$ cat src/rtl/ps2_note_decoder.sv
// PS/2 set-2 scancode to 32-note held-key bitmap decoder.
// Tracks F0/E0 prefixes with a timeout and emits per-event strobes.
module ps2_note_decoder #(
  parameter int unsigned PREFIX_TIMEOUT = 2500000
) (
  input  logic        clk,
  input  logic        resetn,
  input  logic [7:0]  ps2_byte,
  input  logic        ps2_byte_valid,
  output logic [31:0] keyPressed,
  output logic        key_event,
  output logic [4:0]  key_index,
  output logic        key_make,
  output logic [5:0]  num_pressed,
  output logic        seq_error
);

  typedef enum logic [1:0] {IDLE, BRK, EXT, EXT_BRK} state_t;

  state_t      state_q, state_d;
  logic [31:0] cnt_q, cnt_d;
  logic [31:0] map_q, map_d;
  logic        ev_q, ev_d;
  logic [4:0]  idx_q, idx_d;
  logic        mk_q, mk_d;
  logic [5:0]  pc_q, pc_d;
  logic        err_q, err_d;

  logic        hit;
  logic [4:0]  note;
  logic        bad_byte;
  logic        timeout;

  always_comb begin
    hit  = 1'b1;
    note = '0;
    case (ps2_byte)
      8'h1A: note = 5'd0;   8'h1B: note = 5'd1;   8'h22: note = 5'd2;   8'h23: note = 5'd3;
      8'h21: note = 5'd4;   8'h2A: note = 5'd5;   8'h34: note = 5'd6;   8'h32: note = 5'd7;
      8'h33: note = 5'd8;   8'h31: note = 5'd9;   8'h3B: note = 5'd10;  8'h3A: note = 5'd11;
      8'h41: note = 5'd12;  8'h4B: note = 5'd13;  8'h49: note = 5'd14;  8'h4C: note = 5'd15;
      8'h4A: note = 5'd16;  8'h15: note = 5'd17;  8'h1E: note = 5'd18;  8'h1D: note = 5'd19;
      8'h26: note = 5'd20;  8'h24: note = 5'd21;  8'h2D: note = 5'd22;  8'h2E: note = 5'd23;
      8'h2C: note = 5'd24;  8'h36: note = 5'd25;  8'h35: note = 5'd26;  8'h3D: note = 5'd27;
      8'h3C: note = 5'd28;  8'h43: note = 5'd29;  8'h46: note = 5'd30;  8'h44: note = 5'd31;
      default: hit = 1'b0;
    endcase
  end

  assign bad_byte = (ps2_byte == 8'h00) || (ps2_byte == 8'hFF);
  // A valid byte in the same cycle always pre-empts the timeout.
  assign timeout  = !ps2_byte_valid && (state_q != IDLE) &&
                    (cnt_q == PREFIX_TIMEOUT - 32'd1);

  always_ff @(posedge clk) begin
    if (!resetn) begin
      state_q <= IDLE;
      cnt_q   <= '0;
      map_q   <= '0;
      ev_q    <= 1'b0;
      idx_q   <= '0;
      mk_q    <= 1'b0;
      pc_q    <= '0;
      err_q   <= 1'b0;
    end else begin
      state_q <= state_d;
      cnt_q   <= cnt_d;
      map_q   <= map_d;
      ev_q    <= ev_d;
      idx_q   <= idx_d;
      mk_q    <= mk_d;
      pc_q    <= pc_d;
      err_q   <= err_d;
    end
  end

  always_comb begin
    state_d = state_q;
    cnt_d   = cnt_q;
    if (ps2_byte_valid) begin
      cnt_d = '0;
      if (bad_byte) begin
        state_d = IDLE;
      end else begin
        case (state_q)
          IDLE:    state_d = (ps2_byte == 8'hF0) ? BRK :
                             (ps2_byte == 8'hE0) ? EXT : IDLE;
          EXT:     state_d = (ps2_byte == 8'hF0) ? EXT_BRK : IDLE;
          default: state_d = IDLE;
        endcase
      end
    end else if (timeout) begin
      state_d = IDLE;
      cnt_d   = '0;
    end else if (state_q != IDLE) begin
      cnt_d = cnt_q + 32'd1;
    end
  end

  always_comb begin
    map_d = map_q;
    ev_d  = 1'b0;
    idx_d = idx_q;
    mk_d  = mk_q;
    err_d = timeout;
    if (ps2_byte_valid) begin
      if (bad_byte) begin
        map_d = '0;
        err_d = 1'b1;
      end else if (state_q == IDLE) begin
        if (hit && !map_q[note]) begin
          map_d[note] = 1'b1;
          ev_d        = 1'b1;
          idx_d       = note;
          mk_d        = 1'b1;
        end else if (ps2_byte == 8'h76 || ps2_byte == 8'hAA) begin
          map_d = '0;
        end
      end else if (state_q == BRK) begin
        if (hit && map_q[note]) begin
          map_d[note] = 1'b0;
          ev_d        = 1'b1;
          idx_d       = note;
          mk_d        = 1'b0;
        end
      end
    end
    pc_d = '0;
    for (int unsigned i = 0; i < 32; i++) begin
      pc_d = pc_d + {5'd0, map_d[i]};
    end
  end

  assign keyPressed  = map_q;
  assign key_event   = ev_q;
  assign key_index   = idx_q;
  assign key_make    = mk_q;
  assign num_pressed = pc_q;
  assign seq_error   = err_q;

endmodule

$ cat config.mk
export PLATFORM = sky130hd
export DESIGN_NAME = ps2_note_decoder
export DESIGN_NICKNAME = d
export VERILOG_FILES = /design/src/rtl/ps2_note_decoder.sv
export SDC_FILE = /design/constraint.sdc
export NUM_CORES = 1
export LEC_CHECK = 0
export BUFFER_PORTS_ARGS = -buffer_cell sky130_fd_sc_hd__buf_2
export CAP_MARGIN = 15
export CORE_MARGIN = 8
export CORE_UTILIZATION = 45
export CTS_BUF_LIST = sky130_fd_sc_hd__clkbuf_4
export CTS_CLUSTER_DIAMETER = 60
export CTS_CLUSTER_SIZE = 16
export DETAILED_ROUTE_END_ITERATION = 7
export SKIP_CTS_REPAIR_TIMING = 1
export SYNTH_ARGS = -nofsm -noshare
export SYNTH_HDL_FRONTEND = slang
export SYNTH_SLANG_ARGS = --single-unit
$ cat constraint.sdc
create_clock -name clk -period 10.1 [get_ports clk]
set_input_delay 1.01 -clock clk [delete_from_list [all_inputs] [get_ports clk]]
set_output_delay 1.01 -clock clk [all_outputs]
set_load 0.02 [all_outputs]
==> reports/summary.txt, run 1 <==
Placer Congestion: 0.9471
Crit Reg-Reg Startpoint: state_q[1]
CTS Buf Count: 9
WL per Instance: 23.00 um
CP Class: in2reg
Layout area overhead: 8.246%
die height: 131.0 um
Hold Path Cell Cnt: 2
io pins: 57
Crit-path slowest cell: fa_1
number of library cell types mapped by synthesis: 87
maximum root-to-sink buffer count: 2
Max FO, Critical Path: 24
DP HPWL: 16.97 mm
Slew Limit Fails: 0
most frequent CP cell: fa_1
HP Class: reg2reg
Setup Skew: 0.01867 ns
post-synth top area share: 26.92%
Slew @ Worst Pin: 1.009 ns
Tcrit/Tclk final: 89.60%
#FFs+latches synth: 80
Worst Path Required: 10.50 ns
worst stage delay on the critical path: 0.59 ns
later-pin clock latency in the skew report: 0.49 ns
hold_sp: cnt_q[1]
CP Capture Type: flip-flop
outcome: finished clean
Port Buf Inserts: 56
Hold Path End: cnt_q[1]
first-pass GRT wire length: 33.92 mm
Setup violations, final: 0
Synth area leader: dfxtp_1
Tmin final: 9.050 ns
Die ar.: 17,150 sq um
Synth area leaders: dfxtp_1, fa_1, nor2_1
crit path DAT: 9.44 ns
Max Cap Viol: 0
Tot Pwr: 655.9 uW
crit start category: input pin
Post-synth ARST share: 0%
Post-Syn Area: 5948 sq um
Clock Pin Slew Worst Setup and Hold Paths: 0.15 ns
Min Hold Slack: 0.5067 ns
max_slew headroom: 31.01%
GRT Resource Usage Total: 26.54%
TNS Setup: 0 ns
vias in the first global route: 5,799
Root Driver: clkbuf_4
register area share after synthesis: 26.92%
power density cells: 101.9 nW/um^2
DRC: 0
R2R Setup Slk: 2.92 ns
Fmax: 110.5 MHz
via count: 6,064
Initial DRT Pass Iterations: 6
EDFF count, synth: 0
VDD IR-drop max: 0.06942 mV
synthesized area per cell: 8.049 sq um
P_leak: 0.002522 uW
initial antenna violation count: 1
vias per cell: 6.350
Max H-tree Level: 3
ys flop type: dfxtp_1
Mapped Nets: 782
Core ar.: 13,090 sq um
gr ovfl total: 0
overall die width: 131.0 um
cells after synthesis: 739
Yosys warning total: 0
RSZ-0062 raised after global routing: false
Iteration-0 DRC Markers: 969
R2R cell count: 25
TritonCTS clock tree: yes
initial core utilization: 45.46%
final-report hold violation count: 0
R2R Path End: num_pressed[4]
Detailed Route WL: 21.97 mm
most common cell after layout, fill and taps aside: nor2_1
Num Clock Sinks: 80
final net count: 816
num rows: 42
ANT nets after route: 0
share of cells above drive strength 1: 15.04%
largest net degree at the start of global routing: 30
most frequent cells in the layout: nor2_1, dfxtp_1, nand2_1
[where the power goes]
group	switching, uW	internal (uW)
logic	86.2	34.3
registers	3.47	320
clock network	132	80.2
[critical path, delay by kind of cell]
kind	cells	cell delay (ns)
AND/OR/NAND/NOR	6	1.76
XOR/XNOR	1	0.16
multiplexers	1	0.39
buffers and inverters	7	0.72
adder cells (fa/ha/maj)	8	3.46
AO/OA/AOI/OAI	6	1.92
[worst max-delay path by stage]
| stage | slack [ns] | cells past startpoint | to | start |
|---|---|---|---|---|
| 2_1_floorplan | 1.89 | 31 | num_pressed[4] | ps2_byte[6] |
| 3_3_place_gp | 0.64 | 30 | num_pressed[4] | ps2_byte[3] |
| 3_5_place_dp | 0.66 | 29 | num_pressed[4] | ps2_byte[4] |
| 4_1_cts | 1.14 | 29 | num_pressed[4] | ps2_byte[4] |
| 5_1_grt | 0.66 | 29 | num_pressed[4] | ps2_byte[4] |
| 6_report | 1.05 | 29 | num_pressed[4] | ps2_byte[4] |
[registers in the layout, indices dropped and copies added (netlist names)]
signal and cells:
cnt_q 32, keyPressed 32, num_pressed 6, key_index 5, state_q 2, key_event 1
key_make 1, seq_error 1
[cells in the mapped netlist, drive strengths merged, types with 5 or more instances]
library cell / n
o211ai: 9
or3: 7
a2111oi: 7
a21oi: 29
nor4bb: 5
nor3: 41
nand4: 13
or2: 6
clkbuf: 18
xnor2: 11
nand2: 77
buf: 26
dfxtp: 80
o21ai: 14
and3: 12
xor2: 24
o22ai: 15
and2: 6
a211o: 8
a311oi: 5
inv: 31
mux2i: 6
nand3: 27
fa: 24
nand2b: 13
a211oi: 13
nor4: 9
ha: 8
nor2b: 8
nor2: 96
a31oi: 15
[final cells by class]
| type | count | area [sq um] |
|---|---|---|
| multi-input cells | 582 | 3975 |
| clock inverters | 7 | 85.08 |
| flip-flops and latches | 80 | 1602 |
| fillers | 1358 | 6646 |
| clock buffers | 9 | 67.56 |
| inverters | 33 | 123.9 |
| diodes | 1 | 2.502 |
| well taps | 176 | 220.2 |
| repair buffers | 67 | 362.8 |
[metal layers]
metal	share of wire (%)	routed length (um)	global-route usage (%)
met5	0	0	0
met4	3.2	692	11.28
met3	9.9	2175	6.291
met2	45	9867	40.68
met1	42	9232	34.89
[logic make-up (layout without fill, tap and decap cells)]
family	count (synthesis)	count (layout)	synth area share, %
and+or+nand+nor	347	347	30.54
AOI/OAI and AO/OA	158	158	19.60
DFF	80	80	26.92
buffers and inverters	77	116	6.247
xor gates and xnor gates	35	35	5.153
adders and majority gates	32	32	9.760
muxes	10	10	1.767
other	0	1	0
[metrics by stage]
stage	setup WS [ns]	std cells	cell area [sq um]	util, %
detailed placement	0.6574	938	6284	48.02
global route	0.6577	955	6439	49.21
CTS	1.141	954	6436	49.19
floorplan	1.890	739	5948	-
finish	1.050	955	6439	49.21
global placement	0.6432	938	6284	48.02
No activity file was read; power rests on OpenSTA's default activity.
==> run 2: changes to the inputs <==
--- a/config.mk
+++ b/config.mk
@@ -5,6 +5,7 @@
 export SDC_FILE = /design/constraint.sdc
 export NUM_CORES = 1
 export LEC_CHECK = 0
+export ABC_AREA = 1
 export BUFFER_PORTS_ARGS = -buffer_cell sky130_fd_sc_hd__buf_2
 export CAP_MARGIN = 15
 export CORE_MARGIN = 8
@@ -13,6 +14,7 @@
 export CTS_CLUSTER_DIAMETER = 60
 export CTS_CLUSTER_SIZE = 16
 export DETAILED_ROUTE_END_ITERATION = 7
+export PLACE_DENSITY = 0.7
 export SKIP_CTS_REPAIR_TIMING = 1
 export SYNTH_ARGS = -nofsm -noshare
 export SYNTH_HDL_FRONTEND = slang
==> constraint.sdc (replaced) <==
create_clock -name clk -period 8.66 [get_ports clk]
set_input_delay 0.866 -clock clk [delete_from_list [all_inputs] [get_ports clk]]
set_output_delay 0.866 -clock clk [all_outputs]
set_load 0.02 [all_outputs]
==> run 2 against run 1 <==
  * Critical path depth is 14 higher
  * Sequential power is 15% higher
  * Setup slack lost 0.049 ns
  * Clock power grew 13%
  * Clock skew down 0.0035 ns
  * Sequential share of layout area is 1.3 points lower
  * Synthesized cell count grew 36%
  * Combinational power decreased by 3%
  * Cell count grew 29%
  * Area after synthesis increased by 4.7%
  * Final area is 5.3% higher
  * Largest power group unchanged
  * Highest routed layer unchanged
==> reports/summary.txt, run 2 <==
vias per cell: 5.308 (-16%)
most frequent CP cell: nand2_1
most frequent cells in the layout: nand2_1, inv_1, nor2_1
GRT Resource Usage Total: 21.78% (-4.8 points)
CTS Buf Count: 9 (unchanged)
outcome: finished clean
Setup Skew: 0.01516 ns (-0.003503 ns)
initial antenna violation count: 1 (unchanged)
gr ovfl total: 0 (unchanged)
number of library cell types mapped by synthesis: 44 (-49%)
top post-synthesis cells by count: nand2_1, inv_1, nor2_1, nand3_1, dfxtp_1
Max Cap Viol: 0 (unchanged)
VDD IR-drop max: 0.06259 mV (-9.8%)
Clock Pin Slew Worst Setup and Hold Paths: 0.14 ns (about the same)
crit start category: input pin
CP Capture Type: flip-flop
#FFs+latches synth: 80 (unchanged)
Root Driver: clkbuf_4
Min Hold Slack: 0.4708 ns (-0.03586 ns)
Crit-path slowest cell: fa_1
power density cells: 107.4 nW/um^2 (+5.5%)
Max FO, Critical Path: 19 (-21%)
cells after synthesis: 1,008 (+36%)
ys flop type: dfxtp_1
count of filler cells inserted in the layout: 1,444 (+6.3%)
Iteration-0 DRC Markers: 556 (-43%)
max_slew headroom: 40.78% (+9.8 points)
Post-synth ARST share: 0% (unchanged)
Detailed Route WL: 19.26 mm (-12%)
via count: 6,555 (+8.1%)
final net count: 1,092 (+34%)
Fmax: 130.6 MHz
synthesized area per cell: 6.179 sq um (-23%)
Port Buf Inserts: 56 (unchanged)
post-synth top area share: 25.71% (-1.2 points)
WL per Instance: 15.60 um (-32%)
Synth area leaders: dfxtp_1, nand2_1, inv_1
later-pin clock latency in the skew report: 0.48 ns (about the same)
final-report hold violation count: 0 (unchanged)
most frequent cell after synthesis: nand2_1
crit path DAT: 8.04 ns (-1.40 ns)
initial core utilization: 45.40% (-0.059 points)
worst stage delay on the critical path: 0.61 ns (+0.02 ns)
Slew Limit Fails: 0 (unchanged)
vias in the first global route: 6,072 (+4.7%)
largest net degree at the start of global routing: 51 (+70%)
EDFF count, synth: 0 (unchanged)
Die ar.: 17,860 sq um (+4.1%)
R2R Setup Slk: 2.26 ns (-0.66 ns)
Synth area leader: dfxtp_1
TNS Setup: 0 ns (unchanged)
Setup violations, final: 0 (unchanged)
TritonCTS clock tree: yes
Mapped Nets: 1,051 (+34%)
Worst Path Required: 9.04 ns (-1.46 ns)
Max H-tree Level: 3 (unchanged)
num rows: 43 (+2.4%)
Post-Syn Area: 6228 sq um (+4.7%)
RSZ-0062 raised after global routing: false
Placer Congestion: 0.9609 (+1.5%)
Initial DRT Pass Iterations: 5 (-1)
Num Clock Sinks: 80 (unchanged)
Core ar.: 13,720 sq um (+4.8%)
HP Class: reg2reg
Tcrit/Tclk final: 88.43%
maximum root-to-sink buffer count: 2 (unchanged)
CP Class: in2reg
P_leak: 0.003264 uW (+29%)
DRC: 0 (unchanged)
register area share after synthesis: 25.71% (-1.2 points)
Final Util: 49.44% (+0.23 points)
Slew @ Worst Pin: 0.8862 ns (-0.1225 ns)
io pins: 57 (unchanged)
DP HPWL: 14.68 mm (-14%)
Yosys warning total: 0 (unchanged)
Layout area overhead: 8.899%
overall die width: 133.7 um (+2.0%)
Tmin final: 7.658 ns
ANT nets after route: 0 (unchanged)
share of cells above drive strength 1: 11.01% (-4.0 points)
die height: 133.7 um (+2.0%)
most common cell after layout, fill and taps aside: nand2_1
first-pass GRT wire length: 31.08 mm (-8.4%)
==> run 2: cell count changes in the layout (fill, tap and decap cells not counted), sizes merged, moves of 13 or more <==
cell | before | now
nand2 | 77 | 313
inv | 35 | 142
nand3 | 27 | 86
a21oi | 29 | 79
o21ai | 14 | 57
nor3 | 41 | 16
xor2 | 24 | 7
o22ai | 15 | 0
a31oi | 15 | 1
nand2b | 13 | 0
nor2 | 96 | 109
==> run 2: kinds of logic after synthesis <==
family          synth area share [%]
buf+inv                        11.17
simple gates                   38.55
fa+ha+maj                      9.321
flops                          25.71
compound gates                 13.98
xor+xnor                       1.266
==> run 2: path summary, 6_finish.rpt <==
kind / from / endpoint / cells after the start
setup / recovery: ps2_byte[2] / num_pressed[4] / 43
hold / removal: key_index[2] / key_index[2] / 2
setup reg to reg: keyPressed[30] / num_pressed[4] / 36
hold reg to reg: key_index[2] / key_index[2] / 2
==> run 2: metal layers <==
metal	part of all wire, %	track usage [%]	wire length, um	vias to the layer above
met5	0	0	0	-
met4	2.8	8.359	544	0
met3	8.3	5.949	1593	31
met2	43	32.37	8331	239
met1	46	29.30	8791	2984
li1	-	-	-	3301
==> run 2: power by group <==
group | switching, uW | internal (uW) | leakage, uW
clock network | 146 | 92.1 | 0.0000746
registers | 2.18 | 372 | 0.000645
logic | 83.8 | 32.6 | 0.00255
==> run 2: per-stage QoR <==
step	power (uW)	instance area, sq um	cells	setup WS (ns)
after floorplan	466.5	6228	1008	1.624
after global placement	495.1	6638	1218	0.6358
after detailed placement	497.2	6638	1218	0.5979
after CTS	734.7	6780	1234	1.095
after global routing	764.5	6783	1235	0.5003
final	728.8	6783	1235	1.002
==> run 2: layout make-up <==
cell class,instances,area [sq um],area share [%]
multi-input combinational,753,3939,58.07
sequential,80,1602,23.61
inverter,141,531.8,7.840
timing repair buffer,64,340.3,5.018
tap,180,225.2,3.320
clock buffer,10,75.07,1.107
clock inverter,6,67.56,0.9961
antenna,1,2.502,0.03689
==> run 2: critical path, delay by kind of cell <==
| family | cells | cell delay (ns) |
|---|---|---|
| AO/OA/AOI/OAI | 3 | 0.60 |
| AND/OR/NAND/NOR | 21 | 2.28 |
| adder cells (fa/ha/maj) | 8 | 3.51 |
| buffers and inverters | 11 | 0.76 |
==> run 3: changes to the inputs <==
--- a/config.mk
+++ b/config.mk
@@ -8,7 +8,6 @@
 export ABC_AREA = 1
 export BUFFER_PORTS_ARGS = -buffer_cell sky130_fd_sc_hd__buf_2
 export CAP_MARGIN = 15
-export CORE_MARGIN = 8
 export CORE_UTILIZATION = 45
 export CTS_BUF_LIST = sky130_fd_sc_hd__clkbuf_4
 export CTS_CLUSTER_DIAMETER = 60
==> run 3 against run 2 <==
  * Cell count down 0.40%
  * Clock-buffer cell count decreased by 1
  * Sequential share of layout area is essentially flat
  * Clock power up 7%
  * Sequential cell count stayed put
  * Sequential power about the same
  * Maximum frequency decreased by 0.56%
  * Critical path type unchanged
  * Largest cell class unchanged
==> reports/summary.txt, run 3 (synthesized netlist as in run 2, its figures left out) <==
Non-Filler Instances: 1,230 (-0.40%)
Core ar.: 13,350 sq um (-2.7%)
count of filler cells inserted in the layout: 1,388 (-3.9%)
Slew @ Worst Pin: 0.8407 ns (-0.04554 ns)
Setup Skew: 0.01737 ns (+0.002212 ns)
Iteration-0 DRC Markers: 714 (+28%)
sequential cell area: 1602 sq um (unchanged)
maximum root-to-sink buffer count: 2 (unchanged)
Clock Pin Slew Worst Setup and Hold Paths: 0.13 ns (about the same)
power density cells: 109.6 nW/um^2 (+2.0%)
Initial DRT Pass Iterations: 5 (unchanged)
Placer Congestion: 1.007 (+4.8%)
overall die width: 119.7 um (-10%)
Fmax: 129.8 MHz (-0.56%)
grt peak-use layer: met2
Max Cap Viol: 0 (unchanged)
crit start category: input pin
Die ar.: 14,320 sq um (-20%)
WL per Instance: 15.24 um (-2.3%)
Tmin final: 7.701 ns (+0.04309 ns)
P_leak: 0.003268 uW (+0.11%)
CP Class: in2reg
die height: 119.7 um (-10%)
crit path DAT: 8.09 ns (+0.05 ns)
HP Class: reg2reg
worst stage delay on the critical path: 0.55 ns (-0.06 ns)
TritonCTS clock tree: yes
TNS Setup: 0 ns (unchanged)
Crit-path slowest cell: fa_1
largest net degree at the start of global routing: 52 (+2.0%)
ANT nets after route: 0 (unchanged)
most common cell after layout, fill and taps aside: nand2_1
multi-input logic area: 3939 sq um (unchanged)
final net count: 1,093 (+0.092%)
Detailed Route WL: 18.74 mm (-2.7%)
io pins: 57 (unchanged)
Num Clock Sinks: 80 (unchanged)
DP HPWL: 14.11 mm (-3.8%)
vias in the first global route: 5,753 (-5.3%)
met3 usage: 6.416% (+0.47 points)
Layout area overhead: 9.080%
via count: 6,609 (+0.82%)
first-pass GRT wire length: 29.89 mm (-3.8%)
later-pin clock latency in the skew report: 0.49 ns (about the same)
Slew Limit Fails: 0 (unchanged)
Max FO, Critical Path: 19 (unchanged)
vias per cell: 5.373 (+1.2%)
initial antenna violation count: 1 (unchanged)
Port Buf Inserts: 56 (unchanged)
most frequent cells in the layout: nand2_1, inv_1, nor2_1
Root Driver: clkbuf_4
outcome: finished clean
Max H-tree Level: 3 (unchanged)
VDD IR-drop max: 0.06881 mV (+9.9%)
most frequent CP cell: nand2_1
Setup violations, final: 0 (unchanged)
Final Worst Setup Slack: 0.9585 ns (-0.04309 ns)
max_slew headroom: 43.82% (+3.0 points)
GR Util met1: 38.56% (+9.3 points)
met2 Use GR: 39.88% (+7.5 points)
Worst Path Required: 9.05 ns (about the same)
CTS Buf Count: 9 (unchanged)
gr ovfl total: 0 (unchanged)
CP Capture Type: flip-flop
share of cells above drive strength 1: 11.02% (about the same)
post-place setup slack: 0.5533 ns (-0.04453 ns)
initial core utilization: 46.66% (+1.3 points)
Cells after DPL: 1,215 (-0.25%)
RSZ-0062 raised after global routing: false
GRT Resource Usage Total: 27.03% (+5.3 points)
final-report hold violation count: 0 (unchanged)
R2R Setup Slk: 2.27 ns (about the same)
DRC: 0 (unchanged)
num rows: 42 (-2.3%)
Tcrit/Tclk final: 88.93% (+0.50 points)
run 3: cell type report:
cell class | count | share of cell area [%]
clock inverters | 5 | 1.234
diodes | 1 | 0.03683
well taps | 176 | 3.241
inverters | 141 | 7.827
clock buffers | 9 | 0.9945
flip-flops and latches | 80 | 23.57
repair buffers | 65 | 5.120
multi-input cells | 753 | 57.97
run 3: through the flow:
step | instance area (sq um) | total power [uW] | hold slack [ns] | utilization, %
2_1_floorplan | 6228 | 466.5 | 0.4548 | -
3_3_place_gp | 6640 | 495.9 | 0.4514 | 49.75
3_5_place_dp | 6640 | 495.7 | 0.4552 | 49.75
4_1_cts | 6792 | 749.2 | 0.4739 | 50.88
5_1_grt | 6794 | 780.2 | 0.4978 | 50.90
6_report | 6794 | 744.3 | 0.4702 | 50.90
run 3: path summary, 6_finish.rpt:
path                               startpoint             end  cells past startpoint
worst min register to register   key_index[1]    key_index[1]                      2
worst min-delay path             key_index[1]    key_index[1]                      2
worst max-delay path              ps2_byte[2]  num_pressed[4]                     43
worst max register to register  keyPressed[5]  num_pressed[4]                     34
run 3: critical path: cells and delay by family:
family | cells | cell delay, ns
adder cells (fa/ha/maj) | 8 | 3.47
buffers and inverters | 11 | 0.75
AND/OR/NAND/NOR | 21 | 2.34
AO/OA/AOI/OAI | 3 | 0.64
run 3: report_power, final:
| group | internal (uW) | switching (uW) | total, uW |
|---|---|---|---|
| Clock | 114 | 141 | 255 |
| Sequential | 371 | 2.30 | 374 |
| Combinational | 32.5 | 83.1 | 116 |
run 3: metal layers:
metal | up-vias | share of wire [%]
met2 | 247 | 43
met5 | - | 0
met1 | 3037 | 47
met4 | 0 | 2.1
li1 | 3300 | -
met3 | 25 | 8.4
